**config.mk**
```make
export PLATFORM = sky130hd
export DESIGN_NAME = mac_iter
export DESIGN_NICKNAME = d
export VERILOG_FILES = /design/src/rtl/mac_pkg.sv /design/src/rtl/mac_iter_pp_mul8.sv /design/src/rtl/mac_iter.sv
export SDC_FILE = /design/constraint.sdc
export NUM_CORES = 1
export LEC_CHECK = 0
export CAP_MARGIN = 5
export CORE_MARGIN = 2
export CORE_UTILIZATION = 55
export DETAILED_ROUTE_END_ITERATION = 10
export PLACE_DENSITY = 0.74
export SKIP_LAST_GASP = 1
export SLEW_MARGIN = 10
export SYNTH_ARGS = -nofsm -noshare
export SYNTH_HDL_FRONTEND = slang
export SYNTH_SLANG_ARGS = --single-unit
export TNS_END_PERCENT = 1
```
**constraint.sdc**
```tcl
create_clock -name clk -period 9 [get_ports clk]
set_clock_uncertainty 0.05 [all_clocks]
set_input_delay 2.25 -clock clk [delete_from_list [all_inputs] [get_ports clk]]
set_output_delay 2.25 -clock clk [all_outputs]
set_load 0.01 [all_outputs]
```
**src/rtl/mac_pkg.sv**
```systemverilog
// Shared types and sizing helpers for the iterative MAC datapath.
// Latency: n/a (package). Backpressure: n/a.
// Saturation option is selected in mac_iter by MAC_ITER_SAT_EN.
package mac_pkg;

  typedef enum logic [1:0] {
    IDLE = 2'd0,
    MUL  = 2'd1,
    ACC  = 2'd2,
    DONE = 2'd3
  } state_t;

  localparam int PP_W = 8;

  // Bits needed for the partial-product step counter (N*N steps), never below 1.
  function automatic int step_w(input int width);
    int nn;
    nn = (width / PP_W) * (width / PP_W);
    return (nn <= 1) ? 1 : $clog2(nn);
  endfunction

endpackage

```
**src/rtl/mac_iter_pp_mul8.sv**
```systemverilog
// Combinational 8x8 unsigned partial-product multiplier.
// Latency: 0 cycles. Backpressure: none (pure combinational).
module pp_mul8
  import mac_pkg::*;
(
  input  logic [PP_W-1:0]   a,
  input  logic [PP_W-1:0]   b,
  output logic [2*PP_W-1:0] p
);

  assign p = a * b;

endmodule

```
**src/rtl/mac_iter.sv**
```systemverilog
// Iterative unsigned WIDTHxWIDTH multiply-accumulate using one 8x8 multiplier; MAC_ITER_SAT_EN enables saturation.
// Latency: out_valid after N*N+1 edges from the accepting edge; one op per N*N+3 cycles.
// Backpressure: in_ready only in IDLE; result and out_valid hold while out_ready=0.
module mac_iter
  import mac_pkg::*;
#(
  parameter int WIDTH = 16,
  parameter int ACC_W = 40
) (
  input  logic               clk,
  input  logic               rst,
  input  logic               in_valid,
  output logic               in_ready,
  input  logic [WIDTH-1:0]   in_a,
  input  logic [WIDTH-1:0]   in_b,
  input  logic               in_clr,
  output logic               out_valid,
  input  logic               out_ready,
  output logic [2*WIDTH-1:0] out_prod,
  output logic [ACC_W-1:0]   out_acc,
  output logic               ovf
);

  localparam int N  = WIDTH / PP_W;
  localparam int NN = N * N;
  localparam int KW = step_w(WIDTH);
  localparam int IW = (N > 1) ? $clog2(N) : 1;

  localparam logic [1:0] S_IDLE = 2'(IDLE);
  localparam logic [1:0] S_MUL  = 2'(MUL);
  localparam logic [1:0] S_ACC  = 2'(ACC);
  localparam logic [1:0] S_DONE = 2'(DONE);

  logic [1:0]               state;
  logic [KW-1:0]            k;
  logic [WIDTH-1:0]         a_q, b_q;
  logic                     clr_q;
  logic [2*WIDTH-1:0]       prod;
  logic [ACC_W-1:0]         acc;
  logic [ACC_W-1:0]         acc_base;
  logic [ACC_W-1:0]         acc_nxt;

  logic [N-1:0][PP_W-1:0]   a_bytes, b_bytes;
  logic [IW-1:0]            ii, jj;
  logic [2*PP_W-1:0]        pp;
  logic [2*WIDTH-1:0]       pp_ext;

  assign in_ready = (state == S_IDLE);

  // Byte mux: step k walks a's bytes in the outer loop and b's in the inner loop.
  assign a_bytes = a_q;
  assign b_bytes = b_q;
  assign ii      = IW'(k / KW'(N));
  assign jj      = IW'(k % KW'(N));

  pp_mul8 u_pp (
    .a (a_bytes[ii]),
    .b (b_bytes[jj]),
    .p (pp)
  );

  assign pp_ext   = (2*WIDTH)'(pp) << (PP_W * (int'(ii) + int'(jj)));
  assign acc_base = clr_q ? '0 : acc;

`ifdef MAC_ITER_SAT_EN
  logic [ACC_W:0] sum;
  logic           ovf_q;
  logic           ovf_nxt;

  assign sum     = {1'b0, acc_base} + (ACC_W+1)'(prod);
  assign acc_nxt = sum[ACC_W] ? '1 : sum[ACC_W-1:0];
  // A clearing op drops saturation history unless it saturates itself.
  assign ovf_nxt = sum[ACC_W] | (~clr_q & ovf_q);
  assign ovf     = ovf_q;

  always_ff @(posedge clk) begin
    if (rst)
      ovf_q <= 1'b0;
    else if (state == S_ACC)
      ovf_q <= ovf_nxt;
  end
`else
  assign acc_nxt = acc_base + ACC_W'(prod);
  assign ovf     = 1'b0;
`endif

  always_ff @(posedge clk) begin
    if (rst) begin
      state     <= S_IDLE;
      k         <= '0;
      a_q       <= '0;
      b_q       <= '0;
      clr_q     <= 1'b0;
      prod      <= '0;
      acc       <= '0;
      out_valid <= 1'b0;
      out_prod  <= '0;
      out_acc   <= '0;
    end else begin
      case (state)
        S_IDLE: begin
          if (in_valid) begin
            a_q   <= in_a;
            b_q   <= in_b;
            clr_q <= in_clr;
            prod  <= '0;
            k     <= '0;
            state <= S_MUL;
          end
        end
        S_MUL: begin
          prod <= prod + pp_ext;
          k    <= k + 1'b1;
          if (k == KW'(NN - 1))
            state <= S_ACC;
        end
        S_ACC: begin
          acc       <= acc_nxt;
          out_acc   <= acc_nxt;
          out_prod  <= prod;
          out_valid <= 1'b1;
          state     <= S_DONE;
        end
        S_DONE: begin
          if (out_ready) begin
            out_valid <= 1'b0;
            state     <= S_IDLE;
          end
        end
        default: state <= S_IDLE;
      endcase
    end
  end

endmodule

```
Word level (Yosys, flattened, before mapping):

Index checks and enable logic that the tools add are counted.

* add/sub/neg operators: 4
* $mul: 1
* div/mod/pow operators: 0
* $lt $le $gt $ge: 2
* equality and inequality tests: 7
* shift operators: 1
* mux-type cells: 15
* bitwise gates (word level): 0
* reductions and logical operators: 7

Operators by type and width (number)
* one-hot mux 32 bit (2 select lines): 1
* adder 40 x 32 -> 40 bit: 1
* two-way mux 40 bit: 1
* adder 32 bit: 1
* two-way mux 32 bit: 1
* two-way mux 8 bit: 4
* << shifter 16 x 5 -> 32 bit: 1
* multiplier 8 x 8 -> 16 bit: 1
* two-way mux 2 bit: 4
* one-hot mux 2 bit (4 select lines): 1
* equality test 2 bit, second input constant: 3
* inequality test 2 bit, second input constant: 3
* AND reduction 2 bit: 3
* less-than comparator 1 x 2 -> 1 bit, second input constant: 2
* one-hot mux 2 bit (2 select lines): 1
* nonzero test 2 bit: 2
* AND reduction 3 bit: 1
* adder 1 x 1 -> 2 bit: 1
* adder 2 x 1 -> 2 bit, second input constant: 1
* equality test 2 x 1 -> 1 bit, second input constant: 1
* logical NOT 2 bit: 1
* one-hot mux 1 bit (2 select lines): 1
* two-way mux 1 bit: 1

* register bits after elaboration: 142
* latch bits: 0
* RAM bits: 0
* bits in read-only memories: 0
* bits of input ports: 37
* output and inout bits: 75
* word-level logic and storage cells: 46
* memories: 0

Logic depth before layout (Yosys ltp):

* depth after elaboration: 6
* gate-level depth with buffers: 30
* depth with buffers taken out: 29

Modules after synthesis:

A second synthesis with hierarchy kept.

* cells, all modules: 1327
* area, all modules: 11084.4 µm²

Modules (own cells, without submodules)
* mac_iter: instances 1, cells an instance 1084, area an instance 8958.6 µm², seq. area each 2842.7 µm²
* pp_mul8: instances 1, cells an instance 243, area an instance 2125.8 µm², seq. area each 0.0 µm²

Worst setup path before layout:

Ideal clock, no wire load.

* path type: reg2reg
* from: register k[1]
* to: register prod[30]
* setup time: 62 ps
* arrival: 7022 ps
* data required time: 8888 ps
* slack: 1865 ps
* stages on the path, launching flop included: 30
* path buffers: 1
* period minus slack after synthesis: 7135 ps
* cell sequence: dfxtp_1 -> clkbuf_1 -> mux2i_1 -> or2_2 -> fa_1 -> fa_1 -> inv_1 -> fa_1 -> inv_1 -> fa_1 -> inv_1 -> ha_1 -> o211ai_2 -> a2111oi_4 -> nor3_2 -> nor2_2 -> xnor2_1 -> nor2_1 -> a31oi_1 -> nor2_1 -> ha_1 -> a21o_1 -> a21oi_1 -> nor2_1 -> a211oi_1 -> o21ai_1 -> o221a_2 -> a2111oi_1 -> mux2_2 -> nand3_1

* cells in the longest elaborated chain, start to end: 6
* elaborated cells between the ends (all ways): 7
* those cells by class: add/sub: 2; mul: 1; shift: 1; mux: 3

RTL lines
* start, declared: line mac_iter.sv:35 `logic [KW-1:0] k;`
* start signal, assigned: line mac_iter.sv:113 `k <= k + 1'b1;`
* two-way mux 8 bit (implied by the code) (2 in series): line mac_iter.sv:57 `.a (a_bytes[ii]),`
* multiplier 8 x 8 -> 16 bit: line mac_iter_pp_mul8.sv:11 `assign p = a * b;`
* << shifter 16 x 5 -> 32 bit *: line mac_iter.sv:62 `assign pp_ext = (2*WIDTH)'(pp) << (PP_W * (int'(ii) + int'(jj)));`
* adder 32 bit *: line mac_iter.sv:112 `prod <= prod + pp_ext;`
* one-hot mux 32 bit (2 select lines) *: line mac_iter.sv:100 `case (state)`
* end signal, assigned: line mac_iter.sv:112
* end, declared: line mac_iter.sv:38 `logic [2*WIDTH-1:0] prod;`

Every way passes the cells marked *; elsewhere a longest branch is shown, timed or not. The select of a mux whose other input is x is not followed.
A chain may end at the register's enable or synchronous reset.

Worst setup path after layout:

Same ends and word-level chain as after synthesis.

==> flow_metrics.env <==
export IMPL_status="finished clean"
export IMPL_drtAntennaViolNets=0
export IMPL_crit_path_start_kind="flip-flop"
export IMPL_drive_gt1_share_pct=5.77
export IMPL_wl_met3_mm=1.29
export IMPL_grtUsageTotal_pct=26.6
export IMPL_core_area_um2=20000
export IMPL_num_antenna_cells=0
export IMPL_synth_compound_area_share_pct=20.9
export IMPL_drv_cap=0
export IMPL_grt_pass1_vias=9430
export IMPL_synth_edf_count=0
export IMPL_slew_violations=0
export IMPL_worst_path_most_repeated_cell="fa_1"
export IMPL_routabilityCongestion=0.897
export IMPL_cts_buffers=17
export IMPL_place_hpwl_mm=21.7
export IMPL_p_per_area_nw_per_um2=169
export IMPL_synth_fp_nets=1528
export IMPL_grt_max_degree=68
export IMPL_num_nets_final=1605
export IMPL_via_count=9799
export IMPL_async_flop_share_pct=0
export IMPL_cts_hold_buf=0
export IMPL_antenna_found_initial=0
export IMPL_max_freq_ghz=0.129
export IMPL_p_leak_nw=5.67
export IMPL_rows=52
export IMPL_drcViolationCount=0
export IMPL_ys_seq_area_share_pct=25.6
export IMPL_whs_ps=402
export IMPL_cp_end_kind="flip-flop"
export IMPL_die_area_um2=21400
export IMPL_gr_total_overflow=0
export IMPL_critPathRequiredTime_ps=9310
export IMPL_slowest_stage="mux2i_1"
export IMPL_synth_top_cell_by_area="dfxtp_1"
export IMPL_fill_cells=1741
export IMPL_rsz0062_at_grt="false"
export IMPL_syn_area_per_cell_um2=8.24
export IMPL_synthTopCellsByArea="dfxtp_1, ha_1, fa_1"
export IMPL_clock_path_buffers=2
export IMPL_cts_clk_slew_worst_paths_ps=60
export IMPL_initial_core_util_pct=55.5
export IMPL_dr_pass1_iters=5
export IMPL_period_share_pct=86.2
export IMPL_post_drt_wl_per_cell_um=16.5
export IMPL_ys_flop_type="dfxtp_1"
export IMPL_cts_root_buf="clkbuf_16"
export IMPL_worstPathMaxFanout=10
export IMPL_area_delta_synth_final_pct=17.0
export IMPL_hold_viol_final=0
export IMPL_dieHeight_um=146
export IMPL_synth_simple_area_share_pct=20.0
export IMPL_fin_tns_setup_ps=0
export IMPL_min_period_ps=7760
export IMPL_arrival_ps=8070
export IMPL_worst_path_buf_inv=3
export IMPL_wl_met1_mm=12.4
export IMPL_ys_ff_latch=142
export IMPL_cts_max_level=4
export IMPL_synth_xor_area_share_pct=4.10
export IMPL_slew_headroom_pct=23.4
export IMPL_syn_area_um2=11100
export IMPL_synth_cell_types=88
export IMPL_drtIter0Drc=542
export IMPL_cts_tree="yes"
export IMPL_max_stage_delay_ps=670
export IMPL_vdd_drop_max_v=0.000115
export IMPL_io_pins=112
export IMPL_cts_setup_buffers=0
export IMPL_wl_mm=28.3
export IMPL_worstMarginPinSlew_ps=1150
export IMPL_crit_family="adder cells"
export IMPL_synth_mux_area_share_pct=6.40
export IMPL_synth_top_area_share_pct=25.6
export IMPL_grt_pass1_wl_mm=46.7
export IMPL_synthAdderAreaFrac_pct=18.5
export IMPL_synthCells=1349
export IMPL_setup_viol=0
export IMPL_synth_top_family_by_area="compound AO/OA/AOI/OAI gates"
export IMPL_wl_met2_mm=13.7
export IMPL_port_buffers=110
export IMPL_die_w_um=146
export IMPL_crit_type="flip-flop to flip-flop"
export IMPL_via_per_inst=5.74
export IMPL_insertion_delay_ps=440
export IMPL_yosysWarningCount=0
export IMPL_post_cts_resized=0
export IMPL_highest_layer="met4"
export IMPL_clock_sinks=142
export IMPL_hold_path_class="flip-flop to flip-flop"
synthesized netlist by cell type (31+ instances only):
master and number:
clkbuf_1 50, mux2i_1 70, fa_1 38, nor2_1 188
a21o_1 35, xnor2_1 31, a21oi_1 102, nand2_1 129
dfxtp_1 142, o21ai_0 33, inv_1 71, ha_1 104
nor2b_1 43
kinds of logic (layout without fill, tap and decap cells):
logic type	after synthesis	count (layout)
compound gates	326	326
xor+xnor	52	52
fa+ha+maj	142	142
buf+inv	132	221
flops	142	142
mux	71	71
other cells	1	1
simple gates	483	483
cells in the final DEF, fill, tap and decap left out, drive strengths merged, types with 7 or more instances in the layout:
cell type        n
a211o            7
a211oi          16
a21o            35
a21oi          102
a22oi           16
a31oi           10
and2            12
and3             8
buf              8
clkbuf          18
clkdlybuf4s50  109
dfxtp          142
fa              38
ha             104
inv             74
mux2i           70
nand2          129
nand2b          12
nand3           19
nand4            9
nor2           189
nor2b           43
nor3            19
o21a             8
o21ai           47
o21bai          12
o22ai            9
or2             14
or3             13
xnor2           31
xor2            21
registers in the layout (all words and copies together), names as in the netlist:
signal     cells
clr_q          1
out_prod      32
k              2
prod          32
state          2
b_bytes       16
acc           40
out_valid      1
a_bytes       16
per-stage QoR:
step	instance area [um2]	util, %	instances	total power, mW	setup slack (ps)
final	13000	64.9	1708	2.20	1240
after global routing	13000	64.9	1708	2.32	710
after CTS	13000	64.9	1708	2.21	1300
after detailed placement	12400	61.8	1677	1.45	1300
after global placement	12400	61.8	1677	1.44	1530
after floorplan	11100	-	1349	1.25	1870
worst reg2reg max path: cells and delay by family (launching register included):
| family | cells | cell delay, ps |
|---|---|---|
| flip-flops | 1 | 620 |
| AND/OR/NAND/NOR | 7 | 770 |
| adder cells (fa/ha/maj) | 6 | 2770 |
| buffers and inverters | 3 | 160 |
| AO/OA/AOI/OAI | 9 | 2150 |
| XOR/XNOR | 1 | 160 |
| multiplexers | 2 | 1050 |
where the power goes:
group | switching [mW] | internal [mW]
Combinational | 0.457 | 0.259
Sequential | 0.0484 | 0.677
Clock | 0.292 | 0.464
Total | 0.798 | 1.40
routing by layer:
metal  GRT usage, %  up-vias
met2           46.3      295
met3           3.72       65
met5              0        -
met1           33.5     4541
met4           10.1        0
li1               -     4898
worst paths after layout:
| kind | start | end | slack, ps | depth (start not counted) |
|---|---|---|---|---|
| worst max-delay path | k[1] | prod[30] | 1240 | 28 |
| worst min-delay path | a_bytes[10] | a_bytes[10] | 400 | 2 |
| worst max register to register | k[1] | prod[30] | 1240 | 28 |
| worst min register to register | a_bytes[10] | a_bytes[10] | 400 | 2 |
layout make-up:
cell class                 instances  area (um2)  share of cell area [%]
clock buffer                      18         429                    3.30
sequential                       142        2840                    21.8
inverter                          73         274                    2.11
clock inverter                    13         190                    1.46
multi-input combinational       1075        7790                    59.8
timing repair buffer             117        1150                    8.85
tap                              270         338                    2.60
No activity file was read; power rests on OpenSTA's default activity.
